<file path="config.mk">
export PLATFORM = sky130hd
export DESIGN_NAME = truth_table_sweeper_flat
export DESIGN_NICKNAME = d
export VERILOG_FILES = /design/src/rtl/truth_table_sweeper_if.sv /design/src/rtl/truth_table_sweeper.sv /design/src/flat_wrapper.sv
export SDC_FILE = /design/constraint.sdc
export NUM_CORES = 1
export LEC_CHECK = 0
export ABC_AREA = 1
export BUFFER_PORTS_ARGS = -buffer_cell sky130_fd_sc_hd__buf_2
export CORE_MARGIN = 5
export CORE_UTILIZATION = 50
export CTS_CLUSTER_SIZE = 14
export DETAILED_ROUTE_END_ITERATION = 8
export PLACE_DENSITY = 0.74
export SYNTH_ARGS = -nofsm -noshare
export SYNTH_HDL_FRONTEND = slang
export SYNTH_SLANG_ARGS = --single-unit
</file>
<file path="constraint.sdc">
create_clock -name clk -period 1.47 [get_ports clk]
set_input_delay 0.294 -clock clk [delete_from_list [all_inputs] [get_ports clk]]
set_output_delay 0.294 -clock clk [all_outputs]
set_load 0.01 [all_outputs]
</file>
<file path="src/rtl/truth_table_sweeper_if.sv">
// rtl/truth_table_sweeper_if.sv - stimulus/response and status bundle for truth_table_sweeper
//
// Purpose: groups the sweep control, DUT drive/response and result signals.
// Modports:
//   slave  - the sweeper: takes start and dut_out, drives dut_in and all status
//   master - the harness: drives start and dut_out, observes everything else
// Signals: start, dut_in[N_IN], dut_out[N_OUT], busy, done, pass,
//          err_count[N_IN+1], fail_valid, first_fail[N_IN]

interface truth_table_sweeper_if #(
  parameter int N_IN  = 4,
  parameter int N_OUT = 1
);
  logic              start;
  logic [N_IN-1:0]   dut_in;
  logic [N_OUT-1:0]  dut_out;
  logic              busy;
  logic              done;
  logic              pass;
  logic [N_IN:0]     err_count;
  logic              fail_valid;
  logic [N_IN-1:0]   first_fail;

  modport slave (
    input  start, dut_out,
    output dut_in, busy, done, pass, err_count, fail_valid, first_fail
  );

  modport master (
    output start, dut_out,
    input  dut_in, busy, done, pass, err_count, fail_valid, first_fail
  );
endinterface

</file>
<file path="src/rtl/truth_table_sweeper.sv">
// rtl/truth_table_sweeper.sv - exhaustive truth-table stimulus and checker for combinational DUTs
//
// Purpose: drives every N_IN-bit vector in ascending order, holds each for
// HOLD_CYCLES clocks, samples dut_out on the last clock of the hold and
// compares it with the packed EXP_TABLE entry for that vector.
// Ports:
//   clk  - rising-edge clock
//   rst  - asynchronous active-high reset; abandons any sweep in progress
//   bus  - truth_table_sweeper_if.slave (start, dut_in, dut_out, busy, done,
//          pass, err_count, fail_valid, first_fail); all outputs registered
// Build option: define STOP_ON_FAIL_EN to end the sweep at the first mismatch.

module truth_table_sweeper #(
  parameter int N_IN        = 4,
  parameter int N_OUT       = 1,
  parameter int HOLD_CYCLES = 20,
  parameter logic [(2**N_IN)*N_OUT-1:0] EXP_TABLE = 16'h6996
) (
  input  logic clk,
  input  logic rst,
  truth_table_sweeper_if.slave bus
);

`ifdef STOP_ON_FAIL_EN
  localparam bit STOP_ON_FAIL = 1'b1;
`else
  localparam bit STOP_ON_FAIL = 1'b0;
`endif

  // Counter holds HOLD_CYCLES-1 down to 0; keep at least one bit for HOLD_CYCLES=1.
  localparam int CW = (HOLD_CYCLES > 1) ? $clog2(HOLD_CYCLES) : 1;
  localparam logic [CW-1:0] CNT_RELOAD = CW'(HOLD_CYCLES - 1);
  localparam logic [N_IN-1:0] VEC_LAST = {N_IN{1'b1}};

  typedef enum logic [1:0] {S_IDLE, S_HOLD, S_DONE} state_t;

  state_t          state_q, state_d;
  logic [CW-1:0]   cnt_q, cnt_d;
  logic [N_IN-1:0] vec_q, vec_d;
  logic [N_IN:0]   err_q, err_d;
  logic            fv_q, fv_d;
  logic [N_IN-1:0] ff_q, ff_d;
  logic            busy_q, busy_d;
  logic            done_q, done_d;
  logic            pass_q, pass_d;

  logic [N_OUT-1:0] exp_entry;
  logic             sample;
  logic             mismatch;
  logic             start_ok;

  always_comb begin
    exp_entry = EXP_TABLE[int'(vec_q) * N_OUT +: N_OUT];
  end

  assign sample   = (state_q == S_HOLD) && (cnt_q == '0);
  assign mismatch = sample && (bus.dut_out != exp_entry);
  // start is only honoured when no sweep is running
  assign start_ok = bus.start && (state_q != S_HOLD);

  // State register and all output/datapath flops
  always_ff @(posedge clk or posedge rst) begin
    if (rst) begin
      state_q <= S_IDLE;
      cnt_q   <= '0;
      vec_q   <= '0;
      err_q   <= '0;
      fv_q    <= 1'b0;
      ff_q    <= '0;
      busy_q  <= 1'b0;
      done_q  <= 1'b0;
      pass_q  <= 1'b0;
    end else begin
      state_q <= state_d;
      cnt_q   <= cnt_d;
      vec_q   <= vec_d;
      err_q   <= err_d;
      fv_q    <= fv_d;
      ff_q    <= ff_d;
      busy_q  <= busy_d;
      done_q  <= done_d;
      pass_q  <= pass_d;
    end
  end

  // Next-state logic
  always_comb begin
    state_d = state_q;
    case (state_q)
      S_IDLE: if (start_ok) state_d = S_HOLD;
      S_HOLD: begin
        if (sample && ((vec_q == VEC_LAST) || (STOP_ON_FAIL && mismatch)))
          state_d = S_DONE;
      end
      S_DONE: if (start_ok) state_d = S_HOLD;
      default: state_d = S_IDLE;
    endcase
  end

  // Datapath and registered-output next values
  always_comb begin
    cnt_d = cnt_q;
    vec_d = vec_q;
    err_d = err_q;
    fv_d  = fv_q;
    ff_d  = ff_q;
    if (start_ok) begin
      cnt_d = CNT_RELOAD;
      vec_d = '0;
      err_d = '0;
      fv_d  = 1'b0;
      ff_d  = '0;
    end else if (state_q == S_HOLD) begin
      if (cnt_q != '0) begin
        cnt_d = cnt_q - CW'(1);
      end else begin
        if (mismatch) begin
          // Cannot wrap: at most 2**N_IN mismatches fit in N_IN+1 bits.
          err_d = err_q + {{N_IN{1'b0}}, 1'b1};
          if (!fv_q) begin
            fv_d = 1'b1;
            ff_d = vec_q;
          end
        end
        // Advance only while staying in HOLD so dut_in keeps the last vector in DONE.
        if (state_d == S_HOLD) begin
          vec_d = vec_q + {{(N_IN-1){1'b0}}, 1'b1};
          cnt_d = CNT_RELOAD;
        end
      end
    end
    busy_d = (state_d == S_HOLD);
    done_d = (state_d == S_DONE);
    pass_d = (state_d == S_DONE) && (err_d == '0);
  end

  assign bus.dut_in     = vec_q;
  assign bus.busy       = busy_q;
  assign bus.done       = done_q;
  assign bus.pass       = pass_q;
  assign bus.err_count  = err_q;
  assign bus.fail_valid = fv_q;
  assign bus.first_fail = ff_q;

endmodule

</file>
<file path="src/flat_wrapper.sv">
// flat-port wrapper written by rule: the top's interface ports become plain ports
module truth_table_sweeper_flat 
#(
  parameter int N_IN        = 4,
  parameter int N_OUT       = 1,
  parameter int HOLD_CYCLES = 20,
  parameter logic [(2**N_IN)*N_OUT-1:0] EXP_TABLE = 16'h6996
)
  (clk, rst, bus_start, bus_dut_out, bus_dut_in, bus_busy, bus_done, bus_pass, bus_err_count, bus_fail_valid, bus_first_fail);
  truth_table_sweeper_if #(.N_IN(N_IN), .N_OUT(N_OUT)) bus_i ();
  input  logic clk;
  input  logic rst;
  input wire logic [$bits(bus_i.start)-1:0] bus_start;
  input wire logic [$bits(bus_i.dut_out)-1:0] bus_dut_out;
  output wire logic [$bits(bus_i.dut_in)-1:0] bus_dut_in;
  output wire logic [$bits(bus_i.busy)-1:0] bus_busy;
  output wire logic [$bits(bus_i.done)-1:0] bus_done;
  output wire logic [$bits(bus_i.pass)-1:0] bus_pass;
  output wire logic [$bits(bus_i.err_count)-1:0] bus_err_count;
  output wire logic [$bits(bus_i.fail_valid)-1:0] bus_fail_valid;
  output wire logic [$bits(bus_i.first_fail)-1:0] bus_first_fail;
  assign bus_i.start = bus_start;
  assign bus_i.dut_out = bus_dut_out;
  assign bus_dut_in = bus_i.dut_in;
  assign bus_busy = bus_i.busy;
  assign bus_done = bus_i.done;
  assign bus_pass = bus_i.pass;
  assign bus_err_count = bus_i.err_count;
  assign bus_fail_valid = bus_i.fail_valid;
  assign bus_first_fail = bus_i.first_fail;
  truth_table_sweeper #(.N_IN(N_IN), .N_OUT(N_OUT), .HOLD_CYCLES(HOLD_CYCLES), .EXP_TABLE(EXP_TABLE)) u_core (.clk(clk), .rst(rst), .bus(bus_i));
endmodule
</file>
==> results.ini <==
[setup_path]
crit_path_end=u_core.bus.pass
arrival_ns=1.84
worstPathMaxFanout=7
crit_start=u_core.bus.dut_in[1]
reg2reg_to=u_core.bus.pass
endpoint_kind=flip-flop
ff2ff_path_depth=11
reg2reg_from=u_core.bus.dut_in[1]
startpoint_type=flip-flop
required_ns=1.69
path_class=reg -> reg
rrSetupSlack_ns=-0.15

[yosys]
ys_seq_area_share_pct=42.3
synth_area_leader_cell=dfrtp_1
synth-seq-cells=24
yosysWarnings=0
syn-instance-count=156
synth_area_per_cell_um2=9.11
synth.cell_area_um2=1420
synth_top_area_share_pct=42.3
synth_commonest_cells=27 x inv_1, 24 x dfrtp_1, 16 x nand2_1, 16 x nand3_1, 11 x nand2_2
synthMostInstantiatedCell=inv_1
synthArstFlopShare_pct=100
synth-main-ff-cell=dfrtp_1
synth_cell_types=28
synthTopCellsByArea=dfrtp_1 42%, inv_1 7.1%, nand3_1 5.6%
synthesis.nets=164
synth_edf_count=0

[run]
cap_violations=0

[global_routing]
grt_pass1_vias=1165
grt_util_met1_pct=22.3
grt-busiest-layer=met2
grt_first_pass_wirelength_um=5240
grt.total_usage_pct=16.1
grt_max_degree=25
grt.overflow.total=0
grt_use_met3_pct=3.20
use_met2_pct=25.1
antenna_found_initial=0

[sta]
timing_hold_violations_final=0
fin_crit_ns=1.62
setup_ws_ns=-0.146
final-setup-viol-count=12
tightest_slew_ns=0.307
slew_viol_final=0
fmax_mhz=619
setup-tns-final_ns=-0.859
slew_headroom_pct=79.5
hold_slack_ns=0.341
fin_crit_sh_pct=110
rsz0062_at_grt=yes
clock_skew_ns=0.00666

[hold_path]
min_from=bus_start
hp-class=in -> reg

[place]
dp_hpwl_um=2120
io_buffers=20
routabilityCongestion=0.924
preCtsSetupSlack_ns=-0.126

[route]
drt-total-wl_um=2900
post_drt_wl_per_cell_um=12.8
via_per_inst=5.00
antenna_left=0
drt-initial-drc-count=38
drt_pass1_iterations=4
num_vias=1130
drc=0

[clocking]
numCtsBuffers=3
htreeDepth=1
cts.sinks=24
clk_pin_slew_ns=0.14
clock_path_buffers=2
cts_tree=yes
cts-root-buf=clkbuf_4
clk-insertion-delay-late_ns=0.31

[floorplan]
fp-row-count=19
die_h_um=63.3
die_w_um=63.3
ioPinCount=21
start_util_pct=52.0
dieArea_um2=4010
coreArea_um2=2730

[run_status]
outcome=complete, but fails checks
violations=negative setup slack

[final_layout]
area_growth_pct=29.5
final_core_util_pct=67.3
antennaDiodeCount=0
layout.nets=204
drive_gt1_share_pct=49.2

[power]
powerDensity_nw_per_um2=1990
p_leak_nw=0.951
vdd_drop_max_mv=1.47

==> kinds of logic after synthesis <==
logic type	Yosys count	synth area share, %
compound gates	19	8.80
flops	24	42.3
simple gates	67	31.1
buf+inv	36	10.7
fa+ha+maj	4	3.52
xor+xnor	6	3.70
==> state kept, by name, summed over array words and instances, names as in the netlist <==
name,cells
u_core.bus.dut_in,4
u_core.bus.pass,1
u_core.bus.first_fail,4
u_core.bus.done,1
u_core.bus.fail_valid,1
u_core.bus.err_count,5
u_core.cnt_q,5
u_core.bus.busy,1
u_core.state_q,2
==> per-stage QoR <==
step | total power, mW | cell area [µm²] | instances
final | 3.67 | 1840 | 226
after global placement | 2.81 | 1670 | 218
after CTS | 3.58 | 1800 | 225
after detailed placement | 2.89 | 1670 | 218
after floorplan | 2.33 | 1440 | 156
after global routing | 4.00 | 1840 | 226
==> worst max-delay path, stage by stage (launching register included) <==
cell and delay [ns]:
dfrtp_2 0.45, ha_4 0.26, nor2_1 0.15, nor2_2 0.06, nand2_2 0.07, nand2_4 0.08, nand2_8 0.12, clkinv_4 0.08
nand2_2 0.07, nand3_2 0.07, nand2_2 0.07, nor2_2 0.03
==> final cells by class <==
type,instances,area (µm²)
Sequential cell,24,603
Timing Repair Buffer,36,235
Multi-Input combinational cell,96,771
Inverter,35,140
Tap cell,31,38.8
Clock inverter,1,30.0
Fill cell,206,893
Clock buffer,3,22.5
==> power by group <==
group / switching [mW] / total [mW] / internal, mW
Clock: 0.203 / 0.479 / 0.275
Sequential: 0.229 / 1.12 / 0.889
Combinational: 1.15 / 2.07 / 0.919
Total: 1.58 / 3.67 / 2.08
==> cells in the final DEF (no fill, tap or decap), types with 3 or more instances in the layout <==
master,n
nand3_1,16
o21ai_2,5
nand2_2,11
nand3_2,5
buf_2,20
nand2_4,7
clkbuf_4,3
xor2_1,4
nand2_1,13
inv_2,7
o21ai_1,7
dfrtp_1,22
buf_4,14
inv_1,25
nor2_2,3
nor2_4,3
o21ai_0,3
nor2_1,3
==> how the worst min path moves through the flow <==
stage / endpoint / slack (ns) / cells after the start
3_3_place_gp: u_core.cnt_q[4] / 0.35 / 3
4_1_cts: u_core.state_q[0] / 0.33 / 3
2_1_floorplan: u_core.bus.busy / 0.31 / 1
6_report: u_core.state_q[0] / 0.34 / 3
5_1_grt: u_core.state_q[0] / 0.34 / 3
3_5_place_dp: u_core.cnt_q[3] / 0.36 / 3
==> metal layers <==
layer	share of wire, %	vias up
met5	0	-
li1	-	568
met2	47	28
met4	1.9	0
met1	47	528
met3	4.1	6
==> timing repair <==
item	in CTS	in global routing
gates resized for setup	11	9
pin swaps	7	5
gates cloned	0	0
setup buffers	2	1
hold endpoints to repair	14	0
setup endpoints to repair	18	21
hold buffers	1	0
(Power assumes the default switching activity.)
